[src/rtl/ps2_pkg.sv]
// rtl/ps2_pkg.sv - shared PS/2 types, timing helpers and command codes
// Contents: FSM state encoding for the host transmitter, default timing
// parameters with INHIBIT_CYC/TIMEOUT_CYC derived from them, helpers that
// derive cycle counts from arbitrary parameter values, common keyboard
// command bytes and the odd-parity function used for the frame parity bit.
package ps2_pkg;

  typedef enum logic [2:0] {
    ST_IDLE,
    ST_INHIBIT,
    ST_REQ,
    ST_SEND,
    ST_ACK,
    ST_RELEASE,
    ST_DONE
  } state_t;

  localparam int DEF_CLK_HZ     = 100_000_000;
  localparam int DEF_INHIBIT_US = 100;
  localparam int DEF_TIMEOUT_MS = 15;
  localparam int DEF_FILT       = 8;

  // Cycle counts for the default build; instances with other parameter
  // values derive their own through the helpers below.
  localparam int INHIBIT_CYC = DEF_CLK_HZ / 1_000_000 * DEF_INHIBIT_US;
  localparam int TIMEOUT_CYC = DEF_CLK_HZ / 1000 * DEF_TIMEOUT_MS;

  localparam logic [7:0] CMD_SET_LED = 8'hED;
  localparam logic [7:0] CMD_RESET   = 8'hFF;
  localparam logic [7:0] CMD_ENABLE  = 8'hF4;

  function automatic int inhibit_cycles(input int clk_hz, input int inhibit_us);
    return clk_hz / 1_000_000 * inhibit_us;
  endfunction

  function automatic int timeout_cycles(input int clk_hz, input int timeout_ms);
    return clk_hz / 1000 * timeout_ms;
  endfunction

  // Parity bit that makes the 9-bit {parity, data} field contain an odd
  // number of ones.
  function automatic logic odd_parity(input logic [7:0] data);
    return ~^data;
  endfunction

endpackage

[src/rtl/ps2_line_filter.sv]
// rtl/ps2_line_filter.sv - PS/2 line synchroniser and stability filter
// Ports:
//   clk   in   system clock
//   rst   in   synchronous reset, active-high
//   raw   in   asynchronous open-collector line level
//   level out  filtered line level (idle high)
//   fall  out  one-cycle pulse when the filtered level goes 1 -> 0
module ps2_line_filter #(
  parameter int FILT = 8
) (
  input  logic clk,
  input  logic rst,
  input  logic raw,
  output logic level,
  output logic fall
);

  localparam int CW = $clog2(FILT + 1);

  logic [1:0]    sync;
  logic [CW-1:0] cnt;

  // The synchronised level must disagree with the accepted level for FILT
  // consecutive cycles before it is taken; any agreement restarts the count.
  always_ff @(posedge clk) begin
    if (rst) begin
      sync  <= 2'b11;
      level <= 1'b1;
      cnt   <= '0;
      fall  <= 1'b0;
    end else begin
      sync <= {sync[0], raw};
      fall <= 1'b0;
      if (sync[1] == level) begin
        cnt <= '0;
      end else if (cnt == CW'(FILT - 1)) begin
        level <= sync[1];
        fall  <= level;
        cnt   <= '0;
      end else begin
        cnt <= cnt + 1'b1;
      end
    end
  end

endmodule

[src/rtl/ps2_host_tx.sv]
// rtl/ps2_host_tx.sv - PS/2 host-to-device command byte transmitter
// Ports:
//   clk, rst              system clock, synchronous active-high reset
//   tx_data, tx_valid     command byte and request (accepted with tx_ready)
//   tx_ready              high only while idle
//   ps2_clk_i, ps2_data_i raw line levels
//   ps2_clk_oe            1 = pull PS2_CLK low
//   ps2_data_oe           1 = pull PS2_DATA low
//   busy                  high from accept until done
//   done                  one-cycle end-of-transfer pulse
//   ack_ok, err_timeout   result flags, valid with done, held until next accept
// Macro PS2_TX_RETRY_EN: when defined, a NACK or timeout restarts the frame
// from the inhibit phase up to two times before done is reported.
module ps2_host_tx
  import ps2_pkg::*;
#(
  parameter int CLK_HZ     = DEF_CLK_HZ,
  parameter int INHIBIT_US = DEF_INHIBIT_US,
  parameter int TIMEOUT_MS = DEF_TIMEOUT_MS,
  parameter int FILT       = DEF_FILT
) (
  input  logic       clk,
  input  logic       rst,
  input  logic [7:0] tx_data,
  input  logic       tx_valid,
  output logic       tx_ready,
  input  logic       ps2_clk_i,
  input  logic       ps2_data_i,
  output logic       ps2_clk_oe,
  output logic       ps2_data_oe,
  output logic       busy,
  output logic       done,
  output logic       ack_ok,
  output logic       err_timeout
);

  localparam int          INH_CYC  = inhibit_cycles(CLK_HZ, INHIBIT_US);
  localparam int          TMO_CYC  = timeout_cycles(CLK_HZ, TIMEOUT_MS);
  localparam logic [31:0] INH_LAST = 32'(INH_CYC - 1);
  localparam logic [31:0] TMO_LAST = 32'(TMO_CYC - 1);

  state_t      state;
  logic [8:0]  frame;     // {parity, data}, shifted out LSB first
  logic [3:0]  bit_cnt;   // falls seen so far in SEND
  logic [31:0] cnt;       // inhibit length in INHIBIT, timeout otherwise

  logic clk_lvl, clk_fall;
  logic data_lvl, unused_data_fall;
  logic tmo_hit, tmo_event, nack_event, fail_event, can_retry;

  ps2_line_filter #(.FILT(FILT)) u_clk_filter (
    .clk   (clk),
    .rst   (rst),
    .raw   (ps2_clk_i),
    .level (clk_lvl),
    .fall  (clk_fall)
  );

  ps2_line_filter #(.FILT(FILT)) u_data_filter (
    .clk   (clk),
    .rst   (rst),
    .raw   (ps2_data_i),
    .level (data_lvl),
    .fall  (unused_data_fall)
  );

`ifdef PS2_TX_RETRY_EN
  localparam logic [1:0] MAX_RETRY = 2'd2;
  logic [1:0] retry_cnt;
  assign can_retry = (retry_cnt != MAX_RETRY);
`else
  assign can_retry = 1'b0;
`endif

  assign tmo_hit = (cnt == TMO_LAST);

  // A device edge arriving in the same cycle as the timeout wins.
  always_comb begin
    tmo_event = 1'b0;
    case (state)
      ST_SEND, ST_ACK: tmo_event = tmo_hit && !clk_fall;
      ST_RELEASE:      tmo_event = tmo_hit && !(clk_lvl && data_lvl);
      default:         tmo_event = 1'b0;
    endcase
  end

  assign nack_event = (state == ST_RELEASE) && clk_lvl && data_lvl && !ack_ok;
  assign fail_event = tmo_event || nack_event;

  always_ff @(posedge clk) begin
    if (rst) begin
      state       <= ST_IDLE;
      frame       <= '0;
      bit_cnt     <= '0;
      cnt         <= '0;
      tx_ready    <= 1'b1;
      ps2_clk_oe  <= 1'b0;
      ps2_data_oe <= 1'b0;
      busy        <= 1'b0;
      done        <= 1'b0;
      ack_ok      <= 1'b0;
      err_timeout <= 1'b0;
`ifdef PS2_TX_RETRY_EN
      retry_cnt   <= '0;
`endif
    end else begin
      done <= 1'b0;
      case (state)
        ST_IDLE: begin
          if (tx_valid && tx_ready) begin
            frame       <= {odd_parity(tx_data), tx_data};
            bit_cnt     <= '0;
            cnt         <= '0;
            ps2_clk_oe  <= 1'b1;
            ps2_data_oe <= 1'b0;
            busy        <= 1'b1;
            tx_ready    <= 1'b0;
            ack_ok      <= 1'b0;
            err_timeout <= 1'b0;
`ifdef PS2_TX_RETRY_EN
            retry_cnt   <= '0;
`endif
            state       <= ST_INHIBIT;
          end
        end

        ST_INHIBIT: begin
          if (cnt == INH_LAST) begin
            // Clock released and start bit driven in the same cycle.
            ps2_clk_oe  <= 1'b0;
            ps2_data_oe <= 1'b1;
            state       <= ST_REQ;
          end else begin
            cnt <= cnt + 32'd1;
          end
        end

        ST_REQ: begin
          cnt   <= '0;
          state <= ST_SEND;
        end

        ST_SEND: begin
          if (clk_fall) begin
            cnt <= '0;
            if (bit_cnt == 4'd9) begin
              ps2_data_oe <= 1'b0;    // stop bit: line released
              state       <= ST_ACK;
            end else begin
              ps2_data_oe <= ~frame[bit_cnt];
              bit_cnt     <= bit_cnt + 4'd1;
            end
          end else begin
            cnt <= cnt + 32'd1;
          end
        end

        ST_ACK: begin
          if (clk_fall) begin
            ack_ok <= ~data_lvl;
            cnt    <= '0;
            state  <= ST_RELEASE;
          end else begin
            cnt <= cnt + 32'd1;
          end
        end

        ST_RELEASE: begin
          if (clk_lvl && data_lvl) begin
            done  <= 1'b1;
            state <= ST_DONE;
          end else begin
            cnt <= cnt + 32'd1;
          end
        end

        ST_DONE: begin
          busy     <= 1'b0;
          tx_ready <= 1'b1;
          state    <= ST_IDLE;
        end

        default: state <= ST_IDLE;
      endcase

      // Failure handling overrides whatever the state arm scheduled above.
      if (fail_event) begin
        ps2_clk_oe  <= 1'b0;
        ps2_data_oe <= 1'b0;
        ack_ok      <= 1'b0;
        cnt         <= '0;
        bit_cnt     <= '0;
        if (can_retry) begin
          ps2_clk_oe  <= 1'b1;
          err_timeout <= 1'b0;
          done        <= 1'b0;
          state       <= ST_INHIBIT;
`ifdef PS2_TX_RETRY_EN
          retry_cnt   <= retry_cnt + 2'd1;
`endif
        end else begin
          err_timeout <= tmo_event;
          done        <= 1'b1;
          state       <= ST_DONE;
        end
      end
    end
  end

endmodule

[config.mk]
export PLATFORM = sky130hd
export DESIGN_NAME = ps2_host_tx
export DESIGN_NICKNAME = d
export VERILOG_FILES = /design/src/rtl/ps2_pkg.sv /design/src/rtl/ps2_line_filter.sv /design/src/rtl/ps2_host_tx.sv
export SDC_FILE = /design/constraint.sdc
export NUM_CORES = 1
export LEC_CHECK = 0
export ABC_AREA = 1
export CAP_MARGIN = 0
export CORE_UTILIZATION = 50
export DETAILED_ROUTE_END_ITERATION = 7
export DONT_BUFFER_PORTS = 1
export PLACE_DENSITY = 0.67
export SLEW_MARGIN = 25
export SYNTH_ARGS = -nofsm -noshare
export SYNTH_HDL_FRONTEND = slang
export SYNTH_SLANG_ARGS = --single-unit
[constraint.sdc]
create_clock -name clk -period 3.02 [get_ports clk]
set_clock_uncertainty 0.15 [all_clocks]
set_input_delay 0.453 -clock clk [delete_from_list [all_inputs] [get_ports clk]]
set_output_delay 0.453 -clock clk [all_outputs]
set_load 0.01 [all_outputs]
### Yosys cells after proc, flatten, opt, wreduce, memory -nomap -nowiden

Index checks and enable logic that the tools add are counted.

| cells by class | value |
|---|---|
| divide/modulo/power cells | 0 |
| shift-type cells | 0 |
| $lt $le $gt $ge | 1 |
| muxes and demuxes | 37 |
| bitwise operators | 5 |
| multiply operators | 0 |
| reduce and logical (&&, ||, !) cells | 38 |
| equal/unequal tests | 28 |
| $add $sub $neg | 4 |

Operator list:

| kind | count |
|---|---|
| case mux 32 bit (5 select lines) | 1 |
| 2-to-1 mux 32 bit | 4 |
| adder 32 x 1 -> 32 bit (second input constant) | 1 |
| == test 32 x 14 -> 1 bit (second input constant) | 1 |
| == test 32 x 21 -> 1 bit (second input constant) | 1 |
| 2-to-1 mux 3 bit | 7 |
| case mux 3 bit (6 select lines) | 1 |
| != test 2 bit (second input constant) | 7 |
| 2-to-1 mux 1 bit | 13 |
| adder 4 x 1 -> 4 bit (second input constant) | 3 |
| 2-to-1 mux 4 bit | 3 |
| != test 3 bit (second input constant) | 4 |
| AND reduction 4 bit | 3 |
| AND reduction 6 bit | 2 |
| nonzero test 2 bit | 6 |
| case mux 1 bit (2 select lines) | 5 |
| AND reduction 2 bit | 5 |
| == test 3 bit (second input constant) | 3 |
| OR reduction 3 bit | 3 |
| == test 4 x 3 -> 1 bit (second input constant) | 2 |
| case mux 4 bit (2 select lines) | 1 |
| XNOR reduction 8 bit | 1 |
| logical AND 1 bit | 7 |
| == test 3 x 2 -> 1 bit (second input constant) | 2 |
| 16 further kinds | 27 |

| word-level totals | value |
|---|---|
| bits in latches | 0 |
| logic and storage cells | 132 |
| RAM bits | 0 |
| memories | 0 |
| memory bits (read-only) | 0 |
| input port bits | 13 |
| output and inout bits | 7 |
| register bits | 70 |

### Depth between registers and ports, before layout

| depth | value |
|---|---|
| depth after elaboration | 7 |
| mapped depth | 14 |
| gate-level depth less buffers | 13 |

### Hierarchy

Synthesis repeated with hierarchy kept, for this count alone.

| unflattened totals | value |
|---|---|
| cell total of the unflattened synthesis | 613 |
| area total of the unflattened synthesis | 3,942.5 um^2 |

Modules (own cells, without submodules):

| module | area an instance (um^2) | sequential area each (um^2) | cells an instance | times used |
|---|---|---|---|---|
| ps2_host_tx | 3,342.0 | 1,101.1 | 541 | 1 |
| ps2_line_filter | 300.3 | 160.2 | 36 | 2 |

### Worst setup path after synthesis

OpenSTA, ideal clock, no wires.

| timing path | value |
|---|---|
| path kind | register to register |
| from | register cnt[0] |
| to | register cnt[25] |
| setup slack | 1,179 ps |
| data arrival time | 1,629 ps |
| required time | 2,808 ps |
| setup time | 62 ps |
| cell stages (with the launch flop) | 13 |
| buffers on the path | 1 |
| path through | dfxtp_1 -> ha_1 -> nand2_1 -> nor2_1 -> nand2_1 -> nor2_1 -> nand3_2 -> nand2_4 -> nor2_2 -> nor2_4 -> inv_4 -> buf_6 -> nor2_2 |

| between the ends | value |
|---|---|
| longest elaborated chain between the ends | 5 |
| elaborated cells between the ends (all ways) | 14 |
| classes of those cells | 1 x add/sub; 3 x eq/ne; 5 x mux; 5 x reduce/logical |

RTL lines:

| element | line | source |
|---|---|---|
| start, declared | ps2_host_tx.sv:45 | `logic [31:0] cnt;` |
| start signal, assigned | ps2_host_tx.sv:134 | `cnt <= cnt + 32'd1;` |
| start signal, assigned | ps2_host_tx.sv:154 | `cnt <= cnt + 32'd1;` |
| start signal, assigned | ps2_host_tx.sv:164 | `cnt <= cnt + 32'd1;` |
| parallel branches: the longest is 5 deep, another holds adder 32 x 1 -> 32 bit | - |  |

Several ways; the timed one is not identified. The select of a mux whose other input is x is not followed.
A chain may end at the register's enable or synchronous reset.

### Final worst setup path

| timing path | value |
|---|---|
| from | register cnt[0] |
| to | register cnt[17] |

The elaborated chain is that of the path after synthesis.

==> reports/summary.txt <==
outcome = finished, final reports clean
Buffers & Inverters on Critical Path = 1
Hold WC Path Type = in -> reg
grt total ovfl = 0
post-CTS sizing = 0
delay-heaviest family, CP = simple AND/OR/NAND/NOR gates
f_max = 399 MHz
unrepaired setup endpoints after global routing = no
minimum clock period = 2.50 ns
Syn-to-layout area delta = 7.38%
total power = 2.71 mW
post-synth cell types = 35
antenna cells = 0
crit path DAT = 2.65 ns
Max Slew Vio Count = 0
Setup TNS = 0 ns
Slew @ Worst Pin = 0.542 ns
Residual DRC = 0
GPL Wtd Cong = 0.900
CTS root buf = clkbuf_8
first-iteration detailed-routing DRC count = 234
Clock Path Buffers = 2
Total GRT Usage = 23.9%
Final Hold Viols = 0
synth warn = 0
CP Data Required Time = 3.17 ns
WL final = 9.35 mm
Clock Latency Late Sink = 0.36 ns
Critical Path Max Stage Delay = 0.38 ns
Worst VDD drop = 0.000409 V
Crit Path Category = reg -> reg
initial antenna violation count = 0
Final ANT Viol Nets = 0
Final Cycle Share = 82.9%
startpoint types = flop
TritonCTS clock tree = built
Nets = 638
# IOs = 20
Die Y = 91.3 um
cts bufs inserted = 9
WL per Instance = 12.9 um
CORE AREA = 7730 sq um
syn avg cell area = 6.41 sq um
max-cap violation count = 0
Mapped Cells = 622
layer with the highest usage = met2
Seq cells post-synth = 70
Top cell by count, worst path = nor2_1
clk sinks = 70
detailed placement HPWL = 6.97 mm
number of global-route vias before repair = 3625
Worst setup EP type = flop
port bufs = 0
Pre-Repair DR Iteration Count = 5
CTS HTree Levels = 3
die extent in x = 91.3 um
crit-path max FO = 27
cell area after synthesis = 3990 sq um
share of layout cells above drive strength 1 = 7.84%
met3 Usage GRT = 5.61%
Rows = 32
syn_nets = 640
vias per cell = 5.35
die area = 8330 sq um
Initial Utilization = 51.6%
leakage power = 1.76 nW
CP max stage cell = dfxtp_1
first-pass GRT wire length = 16.0 mm
grt met1 use = 29.7%
critical-path cell list = ha_1 -> nand2_1 -> nor2_1 -> nand2_1 -> nor2_1 -> nand3_2 -> nand2_4 -> nor2_2 -> nor2_4 -> inv_4 -> nor2_1
clock transition at the registers of the reported paths = 0.08 ns
PD cells = 632 nW/um^2
pin count of the biggest net entering global routing = 28
final setup vio count = 0
met2 Use GR = 40.0%
sequential fraction of the synthesis area = 35.2%
Vias = 3890
Slew headroom = 63.8%
layout make-up:
cell class                 instances  area [sq um]
clock buffer                      10           138
tap                              102           128
timing repair buffer               3          25.0
sequential                        70          1400
inverter                          69           262
multi-input combinational        467          2230
clock inverter                     6          93.8
fill                             757          3450
worst reg2reg max path, cell delays in order, from the launching register on:
cell and delay, ns:
dfxtp_1 0.38, ha_1 0.22, nand2_1 0.08, nor2_1 0.09, nand2_1 0.05, nor2_1 0.22, nand3_2 0.22, nand2_4 0.30
nor2_2 0.08, nor2_4 0.35, inv_4 0.16, nor2_1 0.13
report_power, final:
group	leakage [nW]	total [mW]	internal (mW)	switching (mW)
combinational	1.07	0.722	0.201	0.521
clock	0.113	0.881	0.493	0.388
sequential	0.568	1.10	1.01	0.0910
sequential cells by signal, summed over array words and instances (netlist names):
| name | flops |
|---|---|
| u_clk_filter.fall | 1 |
| ps2_data_oe | 1 |
| bit_cnt | 4 |
| done | 1 |
| ack_ok | 1 |
| tx_ready | 1 |
| state | 3 |
| u_clk_filter.cnt | 4 |
| u_data_filter.level | 1 |
| u_clk_filter.level | 1 |
| u_data_filter.sync | 2 |
| busy | 1 |
| ps2_clk_oe | 1 |
| cnt | 32 |
| u_clk_filter.sync | 2 |
| frame | 9 |
| u_data_filter.cnt | 4 |
| err_timeout | 1 |
cells in the mapped netlist, drive strengths merged:
master / n / area, sq um
xor2: 8 / 70.1
nand3: 51 / 278
nor2: 116 / 502
clkinv: 1 / 3.75
nor3: 15 / 75.1
xnor2: 5 / 43.8
dfxtp: 70 / 1400
clkbuf: 6 / 22.5
o21ai: 32 / 160
nand2: 166 / 636
or2: 6 / 37.5
o21bai: 2 / 15.0
a21oi: 27 / 135
and2: 2 / 12.5
ha: 5 / 62.6
buf: 10 / 67.6
nand3b: 1 / 7.51
inv: 68 / 258
a31oi: 1 / 6.26
o211ai: 2 / 15.0
nor3b: 2 / 15.0
nand4: 26 / 163
layer usage:
| layer | vias up | share of wire (%) |
|---|---|---|
| met5 | - | 0 |
| met4 | 0 | 2.3 |
| met3 | 27 | 5.6 |
| met2 | 115 | 45 |
| met1 | 1764 | 47 |
| li1 | 1984 | - |
layout by cell type, fill, tap and decap left out, types with 2 or more instances in the layout:
master       n
nor2_2      11
clkinv_4     2
xnor2_1      5
ha_1         5
and2_1       2
a21oi_1     27
dfxtp_1     70
inv_2        4
nor2_1     101
nor3_1      15
nand2_1    163
nand3_1     48
or2_2        5
inv_1       63
clkbuf_8    10
nand4_1     26
nor2_4       3
o21ai_0     31
o21bai_1     2
nand3_2      2
nand2_2      2
buf_4        2
xor2_1       8
o211ai_1     2
nor3b_1      2
bufinv_16    2
path summary, 6_finish.rpt:
kind	start	to	slack [ns]	cells past startpoint
max	cnt[0]$_SDFFE_PP0P_	cnt[17]$_SDFFE_PP0P_	0.52	11
min	rst	done$_SDFF_PP0_	0.03	1
max reg2reg	cnt[0]$_SDFFE_PP0P_	cnt[17]$_SDFFE_PP0P_	0.52	11
min reg2reg	u_clk_filter.sync[0]$_SDFF_PP1_	u_clk_filter.sync[1]$_SDFF_PP1_	0.26	1
per-stage QoR:
stage	util (%)	std cells	setup slack (ns)	hold slack (ns)	area (sq um)
floorplan	-	622	1.18	0.239	3990
global placement	52.3	710	0.653	0.250	4040
detailed placement	52.3	710	0.574	0.252	4040
CTS	55.4	727	0.562	0.0121	4280
global route	55.4	727	0.308	0.0153	4280
finish	55.4	727	0.515	0.0295	4280
cells by family (layout without fill, tap and decap cells):
family,Yosys count,in the layout,synth area share [%]
XOR/XNOR,13,13,2.86
buffers and inverters,85,88,8.82
flip-flops,70,70,35.2
AO/OA/AOI/OAI,64,64,8.32
AND/OR/NAND/NOR,385,385,43.3
adder cells (fa/ha/maj),5,5,1.57
timing repair:
action | 4_1_cts | 5_1_grt
endpoints found under the hold margin | 2 | 0
hold buffers | 1 | 0
buffers inserted | 0 | 0
No activity file was read; power rests on OpenSTA's default activity.
